<file path="config.mk">
export PLATFORM = sky130hd
export DESIGN_NAME = cpu_run_ctrl_flat
export DESIGN_NICKNAME = d
export VERILOG_FILES = /design/src/rtl/a09_ctrl_pkg.sv /design/src/rtl/cpu_run_ctrl_if.sv /design/src/rtl/btn_debounce.sv /design/src/rtl/cpu_run_ctrl.sv /design/src/flat_wrapper.sv
export SDC_FILE = /design/constraint.sdc
export NUM_CORES = 1
export LEC_CHECK = 0
export ABC_AREA = 1
export CAP_MARGIN = 20
export CORE_ASPECT_RATIO = 0.8
export CORE_MARGIN = 2
export CORE_UTILIZATION = 61
export DETAILED_ROUTE_END_ITERATION = 8
export PLACE_DENSITY = 0.82
export SYNTH_ARGS = -nofsm -noshare
export SYNTH_HDL_FRONTEND = slang
export SYNTH_SLANG_ARGS = --single-unit
</file>
<file path="constraint.sdc">
create_clock -name Clk -period 1.85 [get_ports Clk]
set_clock_uncertainty 0.1 [all_clocks]
set_input_delay 0.185 -clock Clk [delete_from_list [all_inputs] [get_ports Clk]]
set_output_delay 0.185 -clock Clk [all_outputs]
set_load 0.005 [all_outputs]
</file>
<file path="src/rtl/a09_ctrl_pkg.sv">
// Shared definitions for the A09 run/step controller: FSM encodings and
// default timing constants for the 16 MHz board clock.
package a09_ctrl_pkg;

  typedef enum logic [2:0] {
    RESET_HOLD = 3'd0,
    IDLE       = 3'd1,
    RUN        = 3'd2,
    STEP       = 3'd3,
    HALTED     = 3'd4
  } run_state_e;

  localparam int          DIV_WIDTH_D  = 23;
  localparam logic [22:0] DIV_COUNT_D  = 23'd7_999_999;
  localparam logic [15:0] DEB_CYCLES_D = 16'd50_000;
  localparam logic [7:0]  RST_CYCLES_D = 8'd16;
  localparam logic [15:0] STEP_MAX_D   = 16'd1024;

endpackage

</file>
<file path="src/rtl/cpu_run_ctrl_if.sv">
// Control/status bundle between the run controller and the A09 core.
interface cpu_run_ctrl_if;
  logic Cpu_Halt;
  logic Cpu_IR_Ld;
  logic Cpu_Clk_En;
  logic Cpu_Reset;

  modport master (input Cpu_Halt, input Cpu_IR_Ld, output Cpu_Clk_En, output Cpu_Reset);
  modport slave  (output Cpu_Halt, output Cpu_IR_Ld, input Cpu_Clk_En, input Cpu_Reset);
endinterface

</file>
<file path="src/rtl/btn_debounce.sv">
// Button conditioner: 2-FF synchronizer, stability counter, one-cycle press pulse
// on an accepted rising level. Releases must be equally stable to be accepted.
module btn_debounce
  import a09_ctrl_pkg::*;
#(
  parameter logic [15:0] DEB_CYCLES = DEB_CYCLES_D
) (
  input  logic Clk,
  input  logic Reset,
  input  logic Btn_In,
  output logic Press
);

  logic        sync1, sync2, level;
  logic [15:0] stab_cnt;

  // Synchronizer stages keep sampling the pin through reset, so a button
  // already held at reset release is seen (and discarded) during the hold.
  always_ff @(posedge Clk) begin
    sync1 <= Btn_In;
    sync2 <= sync1;
  end

  always_ff @(posedge Clk or negedge Reset) begin
    if (!Reset) begin
      level    <= 1'b0;
      stab_cnt <= '0;
      Press    <= 1'b0;
    end else begin
      Press <= 1'b0;
      if (sync2 == level) begin
        stab_cnt <= '0;
      end else if (stab_cnt == DEB_CYCLES - 16'd1) begin
        level    <= sync2;
        stab_cnt <= '0;
        Press    <= sync2;
      end else begin
        stab_cnt <= stab_cnt + 16'd1;
      end
    end
  end

endmodule

</file>
<file path="src/rtl/cpu_run_ctrl.sv">
// Run/step sequencer for the A09 core: reset hold, divided-rate RUN,
// single-instruction STEP with watchdog, halt capture and heartbeat.
module cpu_run_ctrl
  import a09_ctrl_pkg::*;
#(
  parameter int                   DIV_WIDTH  = DIV_WIDTH_D,
  parameter logic [DIV_WIDTH-1:0] DIV_COUNT  = DIV_COUNT_D,
  parameter logic [15:0]          DEB_CYCLES = DEB_CYCLES_D,
  parameter logic [7:0]           RST_CYCLES = RST_CYCLES_D,
  parameter logic [15:0]          STEP_MAX   = STEP_MAX_D
) (
  input  logic                  Clk,
  input  logic                  Reset,
  input  logic                  Run_Btn,
  input  logic                  Step_Btn,
  cpu_run_ctrl_if.master        cpu,
  output logic [2:0]            State,
  output logic                  Step_Err,
  output logic                  Heartbeat
);

  logic                 run_p, step_p, tick;
  logic [DIV_WIDTH-1:0] div_cnt;
  logic [7:0]           hold_cnt;
  logic [15:0]          wd_cnt;
  logic                 step_first, clk_en, cpu_rst;
  run_state_e           state;

  btn_debounce #(.DEB_CYCLES(DEB_CYCLES)) u_run_deb (
    .Clk(Clk), .Reset(Reset), .Btn_In(Run_Btn), .Press(run_p));
  btn_debounce #(.DEB_CYCLES(DEB_CYCLES)) u_step_deb (
    .Clk(Clk), .Reset(Reset), .Btn_In(Step_Btn), .Press(step_p));

  assign tick = (div_cnt == DIV_COUNT);

  always_ff @(posedge Clk or negedge Reset) begin
    if (!Reset) begin
      div_cnt   <= '0;
      Heartbeat <= 1'b0;
    end else if (tick) begin
      div_cnt   <= '0;
      Heartbeat <= ~Heartbeat;
    end else begin
      div_cnt   <= div_cnt + DIV_WIDTH'(1);
    end
  end

  always_ff @(posedge Clk or negedge Reset) begin
    if (!Reset) begin
      state      <= RESET_HOLD;
      clk_en     <= 1'b0;
      cpu_rst    <= 1'b1;
      Step_Err   <= 1'b0;
      hold_cnt   <= '0;
      wd_cnt     <= '0;
      step_first <= 1'b0;
    end else begin
      case (state)
        RESET_HOLD: begin
          clk_en  <= 1'b0;
          cpu_rst <= 1'b1;
          if (hold_cnt == RST_CYCLES - 8'd1) begin
            state    <= IDLE;
            cpu_rst  <= 1'b0;
            hold_cnt <= '0;
          end else begin
            hold_cnt <= hold_cnt + 8'd1;
          end
        end
        IDLE: begin
          clk_en <= 1'b0;
          if (cpu.Cpu_Halt)  state <= HALTED;
          else if (run_p)    state <= RUN;
          else if (step_p) begin
            state      <= STEP;
            clk_en     <= 1'b1;
            step_first <= 1'b1;
            wd_cnt     <= '0;
          end
        end
        RUN: begin
          if (cpu.Cpu_Halt) begin
            state  <= HALTED;
            clk_en <= 1'b0;
          end else if (run_p) begin
            state  <= IDLE;
            clk_en <= 1'b0;
          end else begin
            clk_en <= tick;
          end
        end
        STEP: begin
          // IR load on the entry cycle belongs to the instruction already in flight.
          if (cpu.Cpu_Halt) begin
            state  <= HALTED;
            clk_en <= 1'b0;
          end else if (cpu.Cpu_IR_Ld && !step_first) begin
            state  <= IDLE;
            clk_en <= 1'b0;
          end else if (wd_cnt == STEP_MAX - 16'd1) begin
            state    <= IDLE;
            clk_en   <= 1'b0;
            Step_Err <= 1'b1;
          end else begin
            wd_cnt     <= wd_cnt + 16'd1;
            step_first <= 1'b0;
          end
        end
        HALTED: begin
          clk_en <= 1'b0;
          if (run_p) begin
            state    <= RESET_HOLD;
            cpu_rst  <= 1'b1;
            hold_cnt <= '0;
            Step_Err <= 1'b0;
          end
        end
        default: begin
          state   <= RESET_HOLD;
          clk_en  <= 1'b0;
          cpu_rst <= 1'b1;
        end
      endcase
    end
  end

  assign cpu.Cpu_Clk_En = clk_en;
  assign cpu.Cpu_Reset  = cpu_rst;
  assign State          = state;

endmodule

</file>
<file path="src/flat_wrapper.sv">
// flat-port wrapper written by rule: the top's interface ports become plain ports
module cpu_run_ctrl_flat import a09_ctrl_pkg::*;
#(
  parameter int                   DIV_WIDTH  = DIV_WIDTH_D,
  parameter logic [DIV_WIDTH-1:0] DIV_COUNT  = DIV_COUNT_D,
  parameter logic [15:0]          DEB_CYCLES = DEB_CYCLES_D,
  parameter logic [7:0]           RST_CYCLES = RST_CYCLES_D,
  parameter logic [15:0]          STEP_MAX   = STEP_MAX_D
)
  (Clk, Reset, Run_Btn, Step_Btn, State, Step_Err, Heartbeat, cpu_Cpu_Halt, cpu_Cpu_IR_Ld, cpu_Cpu_Clk_En, cpu_Cpu_Reset);
  cpu_run_ctrl_if cpu_i ();
  input  logic Clk;
  input  logic Reset;
  input  logic Run_Btn;
  input  logic Step_Btn;
  output logic [2:0] State;
  output logic Step_Err;
  output logic Heartbeat;
  input wire logic [$bits(cpu_i.Cpu_Halt)-1:0] cpu_Cpu_Halt;
  input wire logic [$bits(cpu_i.Cpu_IR_Ld)-1:0] cpu_Cpu_IR_Ld;
  output wire logic [$bits(cpu_i.Cpu_Clk_En)-1:0] cpu_Cpu_Clk_En;
  output wire logic [$bits(cpu_i.Cpu_Reset)-1:0] cpu_Cpu_Reset;
  assign cpu_i.Cpu_Halt = cpu_Cpu_Halt;
  assign cpu_i.Cpu_IR_Ld = cpu_Cpu_IR_Ld;
  assign cpu_Cpu_Clk_En = cpu_i.Cpu_Clk_En;
  assign cpu_Cpu_Reset = cpu_i.Cpu_Reset;
  cpu_run_ctrl #(.DIV_WIDTH(DIV_WIDTH), .DIV_COUNT(DIV_COUNT), .DEB_CYCLES(DEB_CYCLES), .RST_CYCLES(RST_CYCLES), .STEP_MAX(STEP_MAX)) u_core (.Clk(Clk), .Reset(Reset), .Run_Btn(Run_Btn), .Step_Btn(Step_Btn), .cpu(cpu_i), .State(State), .Step_Err(Step_Err), .Heartbeat(Heartbeat));
endmodule
</file>
* Yosys cells after proc, flatten, opt, wreduce, memory -nomap -nowiden *
Cells that the tools add are included.

word-level totals
  bits in registers = 95
  input port bits = 6
  output and inout port bits = 7
  word-level logic and storage cells = 119

cells by class
  add/subtract/negate cells = 5
  equal/unequal tests = 23
  multiplexer cells = 54
  bitwise logic cells = 4
  reduce and logical (&&, ||, !) cells = 14

operator list
  kind                                                                number
  16-bit two-way mux                                                  10
  16-bit by 1-bit adder with 16-bit output (second input constant)    3
  16-bit == test (second input constant)                              2
  16-bit one-hot mux with 2 select lines                              1
  3-bit two-way mux                                                   10
  1-bit two-way mux                                                   24
  23-bit by 1-bit adder with 23-bit output (second input constant)    1
  23-bit == test (second input constant)                              1
  23-bit two-way mux                                                  1
  16-bit by 10-bit == test with 1-bit output (second input constant)  1
  8-bit two-way mux                                                   2
  8-bit one-hot mux with 2 select lines                               1
  3-bit one-hot mux with 5 select lines                               1
  2-bit != test (second input constant)                               7
  5-bit AND reduction                                                 2
  8-bit by 1-bit adder with 8-bit output (second input constant)      1
  8-bit by 4-bit == test with 1-bit output (second input constant)    1
  2-bit AND reduction                                                 4
  7-bit AND reduction                                                 1
  3-bit by 2-bit == test with 1-bit output (second input constant)    2
  1-bit one-hot mux with 3 select lines                               2
  2-bit nonzero test                                                  3
  2-bit by 1-bit != test with 1-bit output (second input constant)    2
  4-bit by 2-bit != test with 1-bit output (second input constant)    1
  other kinds (11)                                                    16

* Depth between registers and ports, before layout *
  depth in word-level cells = 5
  depth in mapped cells = 10
  mapped depth without buffers = 10

* Cells and area by module *
From an unflattened synthesis, not the netlist that was laid out.

unflattened totals
  cell total of the unflattened synthesis = 724
  area, all modules = 5382.7 µm²

modules (own cells, without submodules)
  module        times used  cells each  area each (µm²)  sequential area each (µm²)
  cpu_run_ctrl  1           476         3303.2           1377.6
  btn_debounce  2           124         1039.7           490.5

* Least setup slack after synthesis *
No wires, ideal clock.

  path kind = flip-flop to flip-flop
  from = register u_core.div_cnt[0]
  to = register u_core.div_cnt[12]
  data arrival time = 1.412 ns
  data required time = 1.630 ns
  setup slack = 0.218 ns
  stages on the path, launching flop included = 9
  buffers on the path = 0
  cell sequence = dfrtp_1 ha_1 nand3_1 inv_1 nand2_1 nor2_1 nand3_1 o21ai_0 nor2_1

on the way
  word-level cells in the longest chain between the ends = 2

RTL lines
  item                                                                        line                                    text
  start: declaration                                                          cpu_run_ctrl.sv:23                      logic [DIV_WIDTH-1:0] div_cnt;
  start signal: assignment                                                    cpu_run_ctrl.sv:44                      div_cnt <= div_cnt + DIV_WIDTH'(1);
  23-bit by 1-bit adder with 23-bit output or 23-bit == test (tied branches)  cpu_run_ctrl.sv:44, cpu_run_ctrl.sv:34
  23-bit two-way mux (*)                                                      cpu_run_ctrl.sv:40                      end else if (tick) begin

Mark *: on every way between the ends. The rest lies on a longest branch, timed or not.
A chain may end at the register's enable or synchronous reset.

* Final worst setup path *
  from = register u_core.state[0] (netlist: u_core.State[0])
  to = output State[0]

RTL lines
  item                      line                text
  start: declaration        cpu_run_ctrl.sv:27  run_state_e state;
  start signal: assignment  cpu_run_ctrl.sv:50  state <= RESET_HOLD;
  start signal: assignment  cpu_run_ctrl.sv:63  state <= IDLE;
  start signal: assignment  cpu_run_ctrl.sv:72  if (cpu.Cpu_Halt) state <= HALTED;
  end: declaration          flat_wrapper.sv:16  output logic [2:0] State;

No word-level cell between the ends.

==> run_results.csv <==
group,metric,value,unit
run_status,status,"completed",
sta,post-route-min-period,1750,ps
worst_setup_path,critical_path_peak_fanout,6,
clock_network,numCtsBuffers,9,
synth,syn_area,0.00523,mm2
worst_hold_path,hold_class,"input pin to async pin",
global_routing,gr-usage-all-layers,25.2,%
synth,synthArstFlopShare,95.8,%
final_layout,layout.nets,754,
sta,setup_ws,102,ps
sta,finalSetupViolCount,0,
final_layout,drive_above_1_share,6.95,%
synth,syn_inst,708,
pwr,comb_power_share,18.6,%
global_routing,grt_pass1_wl,19100,um
clock_network,post_cts_buffers,0,
pwr,seqPwrFrac,53.9,%
worst_setup_path,critical_path.max_stage_delay,570,ps
drt,routed-via-count,4563,
synth,ys_ff_latch,95,
synth,synth_cell_types,34,
floorplanning,core_area,0.00841,mm2
global_routing,gr-total-overflow,0,
flow_run,cap_violations,0,
floorplanning,fp.dieW,107,um
worst_setup_path,cp_slowest_cell,"clkdlybuf4s50_1",
placed_design,dp_slack,73.2,ps
final_layout,antenna_cells,0,
floorplanning,initial_utilization,62.2,%
clock_network,cts_tree,"yes",
sta,tightest_slew,395,ps
placed_design,portBuffers,12,
drt,drc,0,
worst_setup_path,crit_required,1560,ps
clock_network,ctsHtreeMaxLevel,3,
drt,first_pass_iters,5,
synth,syn_nets,719,
worst_setup_path,cp-end-kind,"primary output",
sta,fin_crit_sh,94.5,%
final_layout,finish.instance_area,0.00576,mm2
worst_setup_path,ff2ff_path_depth,6,
final_layout,synthToLayoutAreaGrowth,10.2,%
global_routing,grt_max_degree,40,
placed_design,placed_cell_area,0.00557,mm2
pwr,p_int,0.00297,W
clock_network,cts_sinks,95,
floorplanning,die_area,0.00933,mm2
sta,drv_slew,0,
pwr,p_sw_share,30.7,%
drt,routedWlPerCell,12.6,um
global_routing,grt_pass1_vias,4327,
synth,synth_flop_cell,"dfrtp_1",
placed_design,gp_congestion,0.944,
clock_network,insertion_delay,360,ps
worst_setup_path,cp.depth,1,
clock_network,cts.path.max_buffers,2,
synth,yosysWarnings,0,
worst_setup_path,path_cells,"clkdlybuf4s50_1",
pwr,ir_drop,0.713,mV
clock_network,ctsRootBufferMaster,"clkbuf_8",
synth,ys_seq_area_share,45.1,%
worst_setup_path,crit_family,"buffers and inverters",
drt,drtIter0Drc,288,
floorplanning,pin_count,13,
pwr,switching_power,0.00132,W
global_routing,antenna_found_initial,0,
sta,slew_headroom,73.5,%
pwr,p_clk_share,27.5,%
sta,hold_viol,0,
sta,tns,0,ps
floorplanning,row_count,30,
synth,synth_edf_count,0,
drt,via_per_inst,5.31,
worst_setup_path,worstSetupStartpointType,"register",
worst_setup_path,crit_buf_inv,1,
placed_design,hpwl,8040,um
pwr,p_leak,2.60,nW
floorplanning,die_y,86.8,um
worst_setup_path,crit_type,"register to primary output",
placed_design,place_inst,843,
sta,grt_setup_unrepaired,"yes",
worst_setup_path,arrival,1460,ps
drt,drt-total-wl,10800,um
drt,ant_nets,0,
final_layout,layout.cells.non_filler,860,
sta,max_freq,0.572,GHz
pwr,p_total,0.00428,W
synth,avgSynthCellArea,7.38,um2
clock_network,clk_pin_slew,100,ps
pwr,powerDensity,744,mW/mm2
==> timing repair <==
item / in CTS / in global routing
endpoints found under the setup margin: 0 / 21
gates resized for setup: 0 / 7
hold buffers: 1 / 0
hold endpoints to repair: 74 / 0
==> sequential cells by signal (all words and copies together), names as in the netlist <==
signal                      cells
u_core.hold_cnt                 8
u_core.cpu.Cpu_Reset            1
u_core.wd_cnt                  16
u_core.Step_Err                 1
u_core.u_step_deb.level         1
u_core.u_run_deb.stab_cnt      16
u_core.State                    3
u_core.u_step_deb.sync1         1
u_core.u_run_deb.sync1          1
u_core.u_run_deb.sync2          1
u_core.cpu.Cpu_Clk_En           1
u_core.u_step_deb.sync2         1
u_core.u_run_deb.Press          1
u_core.u_step_deb.stab_cnt     16
u_core.step_first               1
u_core.div_cnt                 23
u_core.u_step_deb.Press         1
u_core.u_run_deb.level          1
u_core.Heartbeat                1
==> Yosys cell counts (4+ instances only) <==
master / number / area, um2
nor3_1: 19 / 95.1
xor2_1: 30 / 263
o21bai_1: 6 / 45.0
o21ai_0: 16 / 80.1
o21ai_2: 6 / 52.6
dfxtp_1: 4 / 80.1
xnor2_1: 8 / 70.1
a21oi_1: 8 / 40.0
dfrtp_1: 90 / 2250
nor2_1: 148 / 556
inv_1: 82 / 308
nand3_1: 60 / 300
nand4_1: 16 / 100
ha_1: 5 / 62.6
nand2_1: 182 / 683
==> power by group through the flow <==
stage | registers [W] | logic [W] | clock network, W
global placement | 0.00234 | 0.000751 | 0
CTS | 0.00231 | 0.000785 | 0.00122
global route | 0.00233 | 0.000900 | 0.00129
finish | 0.00231 | 0.000797 | 0.00118
floorplan | 0.00232 | 0.000532 | 0
detailed placement | 0.00235 | 0.000780 | 0
==> stage by stage <==
step	hold slack [ps]	util [%]
3_5_place_dp	22.5	66.3
6_report	172	68.5
4_1_cts	165	68.3
2_1_floorplan	-211	-
5_1_grt	156	68.5
3_3_place_gp	18.7	66.3
==> worst paths after layout <==
| check | from | to | slack [ps] |
|---|---|---|---|
| min in group Clk | Step_Btn | u_core.u_step_deb.sync1 | 180 |
| setup / recovery | u_core.State[0] | State[0] | 100 |
| setup reg to reg | u_core.State[2] | u_core.wd_cnt[14] | 100 |
| max in group asynchronous | Reset | u_core.u_step_deb.stab_cnt[14] | 930 |
| hold reg to reg | u_core.u_step_deb.sync1 | u_core.u_step_deb.sync2 | 230 |
| hold / removal | Reset | u_core.State[0] | 170 |
==> cells by family (layout without fill, tap and decap cells) <==
family / after synthesis / in the layout / share of synthesized area (%)
simple gates: 438 / 438 / 35.4
compound gates: 43 / 43 / 5.05
xor+xnor: 38 / 38 / 6.37
fa+ha+maj: 5 / 5 / 1.20
flops: 95 / 95 / 45.1
buf+inv: 89 / 129 / 6.82
==> layout by cell type, fill, tap and decap left out, types with 8 or more instances in the layout <==
| cell | n |
|---|---|
| a21oi_1 | 8 |
| buf_4 | 15 |
| nor3_1 | 19 |
| nand3_1 | 60 |
| o21ai_0 | 15 |
| xor2_1 | 30 |
| clkbuf_8 | 9 |
| xnor2_1 | 8 |
| nand4_1 | 16 |
| dfrtp_1 | 90 |
| clkdlybuf4s50_1 | 11 |
| nor2_1 | 144 |
| nand2_1 | 181 |
| inv_1 | 82 |
==> cell type report <==
class,instances,area (um2)
fillers,692,2650
clock inverters,4,23.8
clock buffers,12,135
flip-flops and latches,95,2360
inverters,85,319
well taps,112,140
multi-input cells,524,2530
repair buffers,28,253
==> per-layer routing <==
layer / wire length [um] / GRT usage, % / share of wire [%]
met1: 5050 / 34.3 / 47
met2: 5140 / 41.7 / 48
met5: 0 / 0 / 0
met3: 449 / 4.29 / 4.2
met4: 171 / 7.46 / 1.6
No activity file was read; power rests on OpenSTA's default activity.
